<file path="config.mk">
export PLATFORM = sky130hd
export DESIGN_NAME = mul_operand_packer
export DESIGN_NICKNAME = d
export VERILOG_FILES = /design/src/rtl/mul_operand_packer.sv
export SDC_FILE = /design/constraint.sdc
export NUM_CORES = 1
export LEC_CHECK = 0
export CAP_MARGIN = 20
export CORE_MARGIN = 3
export CORE_UTILIZATION = 57
export CTS_CLUSTER_DIAMETER = 200
export CTS_CLUSTER_SIZE = 30
export DETAILED_ROUTE_END_ITERATION = 12
export GPL_TIMING_DRIVEN = 0
export PLACE_DENSITY = 0.87
export SYNTH_ARGS = -nofsm -noshare
export SYNTH_HDL_FRONTEND = slang
export SYNTH_SLANG_ARGS = --single-unit
</file>
<file path="constraint.sdc">
create_clock -name clk -period 3.54 [get_ports clk]
set_input_delay 0.708 -clock clk [delete_from_list [all_inputs] [get_ports clk]]
set_output_delay 0.708 -clock clk [all_outputs]
set_load 0.005 [all_outputs]
</file>
<file path="src/rtl/mul_operand_packer.sv">
// mul_operand_packer: packs 27x18 beats and 9x9 lane beats into registered 54-bit multiplier words (idle flush under MUL_PACK_TIMEOUT_EN)
module mul_operand_packer #(
  parameter int LANES = 6,
  parameter int FLUSH_TIMEOUT = 16
) (
  input  logic        clk,
  input  logic        reset,
  input  logic        in_valid,
  output logic        in_ready,
  input  logic        in_mode,
  input  logic [26:0] in_a,
  input  logic [17:0] in_b,
  input  logic        in_a_sign,
  input  logic        in_b_sign,
  input  logic        in_last,
  output logic        out_valid,
  input  logic        out_ready,
  output logic [53:0] a,
  output logic [53:0] b,
  output logic        a_sign,
  output logic        b_sign,
  output logic        mode,
  output logic [2:0]  out_lanes
);
  logic [53:0] acc_a, acc_b, mrg_a, mrg_b;
  logic acc_mode, acc_a_sign, acc_b_sign;
  logic [2:0] lane_cnt;
  logic [5:0] sh;
  logic slot_free, mismatch, accept, close, flush, tmo;
  always_comb begin
    slot_free = !out_valid || out_ready;
    mismatch = lane_cnt != 3'd0 && (in_mode != acc_mode || in_a_sign != acc_a_sign || in_b_sign != acc_b_sign);
    in_ready = slot_free && !mismatch;
    accept = in_valid && in_ready;
    close = accept && in_mode && (lane_cnt == 3'(LANES - 1) || in_last);
    flush = slot_free && !accept && lane_cnt != 3'd0 && ((in_valid && mismatch) || tmo);
    sh = 6'(lane_cnt) * 6'd9;
    mrg_a = acc_a | ({45'd0, in_a[8:0]} << sh);
    mrg_b = acc_b | ({45'd0, in_b[8:0]} << sh);
  end
`ifdef MUL_PACK_TIMEOUT_EN
  localparam int IW = $clog2(FLUSH_TIMEOUT + 1);
  logic [IW-1:0] idle;
  assign tmo = idle == IW'(FLUSH_TIMEOUT);
  always_ff @(posedge clk) begin
    if (reset || accept || flush || lane_cnt == 3'd0) idle <= '0;
    else if (!tmo) idle <= idle + 1'b1;
  end
`else
  assign tmo = 1'b0 & |FLUSH_TIMEOUT;
`endif
  always_ff @(posedge clk) begin
    if (reset) begin
      out_valid <= 1'b0;
      a <= '0;
      b <= '0;
      a_sign <= 1'b0;
      b_sign <= 1'b0;
      mode <= 1'b0;
      out_lanes <= '0;
      acc_a <= '0;
      acc_b <= '0;
      acc_mode <= 1'b0;
      acc_a_sign <= 1'b0;
      acc_b_sign <= 1'b0;
      lane_cnt <= '0;
    end else begin
      if (accept && !in_mode) begin
        out_valid <= 1'b1;
        a <= {27'd0, in_a};
        b <= {36'd0, in_b};
        a_sign <= in_a_sign;
        b_sign <= in_b_sign;
        mode <= 1'b0;
        out_lanes <= 3'd1;
      end else if (close) begin
        out_valid <= 1'b1;
        a <= mrg_a;
        b <= mrg_b;
        a_sign <= in_a_sign;
        b_sign <= in_b_sign;
        mode <= 1'b1;
        out_lanes <= lane_cnt + 3'd1;
      end else if (flush) begin
        out_valid <= 1'b1;
        a <= acc_a;
        b <= acc_b;
        a_sign <= acc_a_sign;
        b_sign <= acc_b_sign;
        mode <= acc_mode;
        out_lanes <= lane_cnt;
      end else if (out_ready) out_valid <= 1'b0;
      if (close || flush) begin
        acc_a <= '0;
        acc_b <= '0;
        lane_cnt <= '0;
      end else if (accept && in_mode) begin
        acc_a <= mrg_a;
        acc_b <= mrg_b;
        acc_mode <= 1'b1;
        acc_a_sign <= in_a_sign;
        acc_b_sign <= in_b_sign;
        lane_cnt <= lane_cnt + 3'd1;
      end
    end
  end
endmodule
</file>
; ---- Word level (Yosys, flattened, before mapping)
; Cells that the tools add are included.
[word_totals]
reg_bits = 229
word_cells = 74
[op_classes]
add_sub_neg = 1
multipliers = 1
eq_ne = 4
shifts = 2
muxes = 21
n_bitwise = 3
n_reduce_logical = 26
[ops]
columns = operator, count
row1 = $mux 54, 4
row2 = $or 54x54->54, 2
row3 = $shl 9x6->54, 2
row4 = $mux 27, 1
row5 = $mux 18, 1
row6 = $mux 1, 13
row7 = $logic_and 1x1->1, 10
row8 = $mul 3x4->6 const B, 1
row9 = $mux 3, 2
row10 = $reduce_bool 3->1, 2
row11 = $logic_or 1x1->1, 5
row12 = $logic_not 1->1, 4
row13 = $reduce_bool 4->1, 1
row14 = $reduce_or 2->1, 2
row15 = $add 3x1->3 const B, 1
row16 = $eq 3x3->1 const B, 1
row17 = $ne 1x1->1, 3
row18 = $reduce_and 2->1, 1
row19 = $reduce_bool 2->1, 1
row20 = $not 1->1, 1

; ---- Longest topological paths before layout
[logic_depth]
word_depth = 14
ltp_mapped = 11
mapped_depth_nobuf = 7

; ---- Least setup slack after synthesis
; No wires, ideal clock.
[synth_timing]
kind = in2out
start = in in_mode
end = out in_ready
t_arrival_ns = 1.677
required_time_ns = 2.832
slack_ns = 1.155
cell_stages = 6
path_cell_list = buf_6 xor2_1 o31a_1 buf_2 buf_6 nor2_1
[synth_via]
elab_chain_cells = 6
[synth_rtl]
columns = item, line_no
row1 = "start, declared", 10  ; input logic in_mode,
row2 = $ne 1x1->1, 32  ; mismatch = lane_cnt != 3'd0 && (in_mode != acc_mode || in_a_sign != acc_a_sign || in_b_sign != acc_b_sign);
row3 = $logic_or 1x1->1 (2 in a row), 32
row4 = $logic_and 1x1->1, 32
row5 = $logic_not 1->1, 33  ; in_ready = slot_free && !mismatch;
row6 = $logic_and 1x1->1, 33
row7 = "end, declared", 9  ; output logic in_ready,
; No other way between the ends.

; ---- Final worst setup path
[layout_timing]
start = in in_a_sign
end = out in_ready
[layout_via]
elab_chain_cells = 6
[layout_rtl]
columns = item, line_no
row1 = "start, declared", 13  ; input logic in_a_sign,
row2 = $ne 1x1->1, 32
row3 = $logic_or 1x1->1 (2 in a row), 32
row4 = $logic_and 1x1->1, 32
row5 = $logic_not 1->1, 33
row6 = $logic_and 1x1->1, 33
; No other way between the ends.

==> impl_metrics.yaml <==
finish:
  instances_no_fill: 1519
  layout.nets: 1356
  drive_gt1_share_pct: 7.93
  final_util_pct: 71.6
  syn2layout_area_growth_pct: 22.6
  antennaDiodeCount: 0
  design_area_sq_um: 11900
yosys:
  synthArstFlopShare_pct: 0
  yosysTopAreaCellShare_pct: 47.3
  synth_xor_area_share_pct: 0.633
  ys_seq_area_share_pct: 47.3
  synth_compound_area_share_pct: 25.6
  yosys.area_share.simple_pct: 17.3
  synthMuxAreaShare_pct: 3.54
  synth-main-ff-cell: "dfxtp_1"
  synthAdderAreaFrac_pct: 0.387
  synth_nets: 1181
  yosys_warnings: 0
  synth.largest_area_cell: "dfxtp_1"
  synth_edf_count: 0
  netlist_area_sq_um: 9690
  synth_top_family_by_area: "compound AO/OA/AOI/OAI gates"
  synth_area_leaders: "dfxtp_1, a21oi_1, nor2_1"
  ys_types: 57
  ys_seq_elements: 229
  synthCells: 1125
  syn_area_per_cell_sq_um: 8.61
place:
  port_buffers: 162
  place_congestion: 1.01
  dp.cells: 1507
  detailed_place.area_sq_um: 11600
  dp_slack_ps: 129
  hpwlAfterDp_um: 25500
timing:
  skew_ps: 18.2
  relSlewSlack_pct: 28.3
  fin_crit_sh_pct: 97.4
  hold_slack_ps: 454
  period_needed_ps: 3450
  timing.setup.tns_ps: 0
  setup_viol: 0
  hold_violations: 0
  layout_setup_ws_ps: 92.2
  worst_slew_pin_slew_ps: 1080
  rsz0062_at_grt: "no"
  slew_viol_final: 0
  max_freq_mhz: 290
pwr:
  swShare_pct: 29.0
  comb_power_share_pct: 18.5
  p_per_area_nw_per_um2: 422
  vdd_drop_max_mv: 0.410
  p_seq_share_pct: 53.6
  power.switching_mw: 1.45
  power_mw: 5.01
  total_leakage_power_nw: 4.29
  internal_power_mw: 3.56
  pwr-share-clk_pct: 27.9
worst_setup_path:
  crit_fanout: 10
  required_ps: 2830
  cp.arrival_ps: 2740
  path_class: "input pin to output port"
  worst_setup_path_start_kind: "input pin"
  endpoint_kind: "output port"
detailed_routing:
  num_vias: 9859
  dr.pass1.iters: 5
  drtIter0Drc: 1452
  ant_nets: 0
  wl_per_cell_um: 22.9
  wl_um: 34800
  drc: 0
  via_per_inst: 6.49
min_path:
  min_path_type: "flop to flop"
floorplanning:
  dieArea_sq_um: 18600
  start_util_pct: 58.4
  io_pins: 169
  die_y_um: 136
  fp-row-count: 47
  die_w_um: 136
  coreArea_sq_um: 16600
clock_network:
  cts_hold_buf: 0
  numCtsBuffers: 11
  h-tree-depth: 1
  insertion_delay_ps: 480
  clock_path_buffers: 3
  cts-root-buf: "clkbuf_16"
  path_clk_slew_ps: 100
  cts.sinks: 229
  cts_tree: "built"
run:
  max_cap_viol_count: 0
global_route:
  grt_max_degree: 31
  antenna_found_initial: 0
  grt_pass1_wl_um: 51800
  grt_pass1_vias: 9100
  grt_use_total_pct: 36.2
  grt_overflow: 0
outcome:
  status: "finished clean"
==> sequential cells by signal (all words and copies together) (netlist names) <==
signal      cells
out_valid       1
acc_b_sign      1
out_lanes       3
mode            1
acc_a          54
a_sign          1
b              54
acc_mode        1
a              54
b_sign          1
acc_a_sign      1
acc_b          54
lane_cnt        3
==> cell families after synthesis <==
| kind of cell | after synthesis |
|---|---|
| DFF | 229 |
| muxes | 30 |
| xor gates and xnor gates | 7 |
| buffers and inverters | 105 |
| and+or+nand+nor | 367 |
| AOI/OAI and AO/OA | 384 |
| adders and majority gates | 3 |
==> per-layer routing <==
layer | up-vias | track usage (%) | routed length, um
met5 | - | 0 | 0
met4 | 0 | 15.8 | 1780
met3 | 120 | 6.96 | 4050
met2 | 672 | 54.7 | 15000
met1 | 4668 | 50.5 | 14000
li1 | 4399 | - | -
==> synth_stat cells (7+ instances only) <==
cell,instances
buf_2,50
a311o_1,10
buf_4,8
mux2i_1,23
a211o_1,19
nor2_1,183
nand3_1,9
and3_1,9
a31oi_1,30
a21oi_1,157
nand2_1,88
nor2b_1,9
nor3_2,8
nor3_1,19
nand2b_1,7
a22o_1,27
nor4_1,15
a211oi_1,30
clkbuf_1,32
dfxtp_1,229
a22oi_1,31
o22ai_1,11
o21ai_0,36
==> cells in the final DEF, fill, tap and decap left out, types with 15 or more instances in the layout <==
cell type	n
buf_2	49
a211oi_1	30
mux2i_1	23
a211o_1	19
dfxtp_1	229
nor3_1	19
a22oi_1	31
o21ai_0	36
clkbuf_1	32
nand2_1	88
a21oi_1	157
a31oi_1	30
a22o_1	27
nor4_1	15
clkdlybuf4s50_1	162
nor2_1	183
==> what timing repair did <==
item / in CTS / in global routing
buffers inserted: 0 / 0
cloned: 0 / 0
setup endpoints to repair: 1 / 1
gates resized for setup: 2 / 1
pin swaps: 0 / 0
==> layout make-up <==
cell class / count / area, sq um
tap: 220 / 275
timing repair buffer: 162 / 1620
clock inverter: 1 / 16.3
buffer: 98 / 478
multi-input combinational: 791 / 4600
clock buffer: 11 / 275
inverter: 7 / 28.8
sequential: 229 / 4580
fill: 1341 / 4700
==> critical path, stage by stage <==
cell and delay, ps:
clkdlybuf4s50_1 500, xor2_1 200, o31a_1 280, buf_2 180, buf_6 180, nor2_1 150, clkdlybuf4s50_1 520
==> path summary, 6_finish.rpt <==
check                                  from       end  slack (ps)  cells past startpoint
worst max-delay path              in_a_sign  in_ready          90                      7
worst min-delay path              acc_a[42]     a[42]         450                      2
worst min register to register    acc_a[42]     a[42]         450                      2
worst max register to register  lane_cnt[1]     b[15]         720                      8
==> power by group through the flow <==
stage | clock network [mW] | logic, mW | registers (mW)
final | 1.40 | 0.928 | 2.69
after global routing | 1.48 | 0.972 | 2.69
after CTS | 1.40 | 0.895 | 2.69
after detailed placement | 0 | 0.889 | 2.74
after global placement | 0 | 0.878 | 2.74
after floorplan | 0 | 0.482 | 2.74
(Power assumes the default switching activity.)
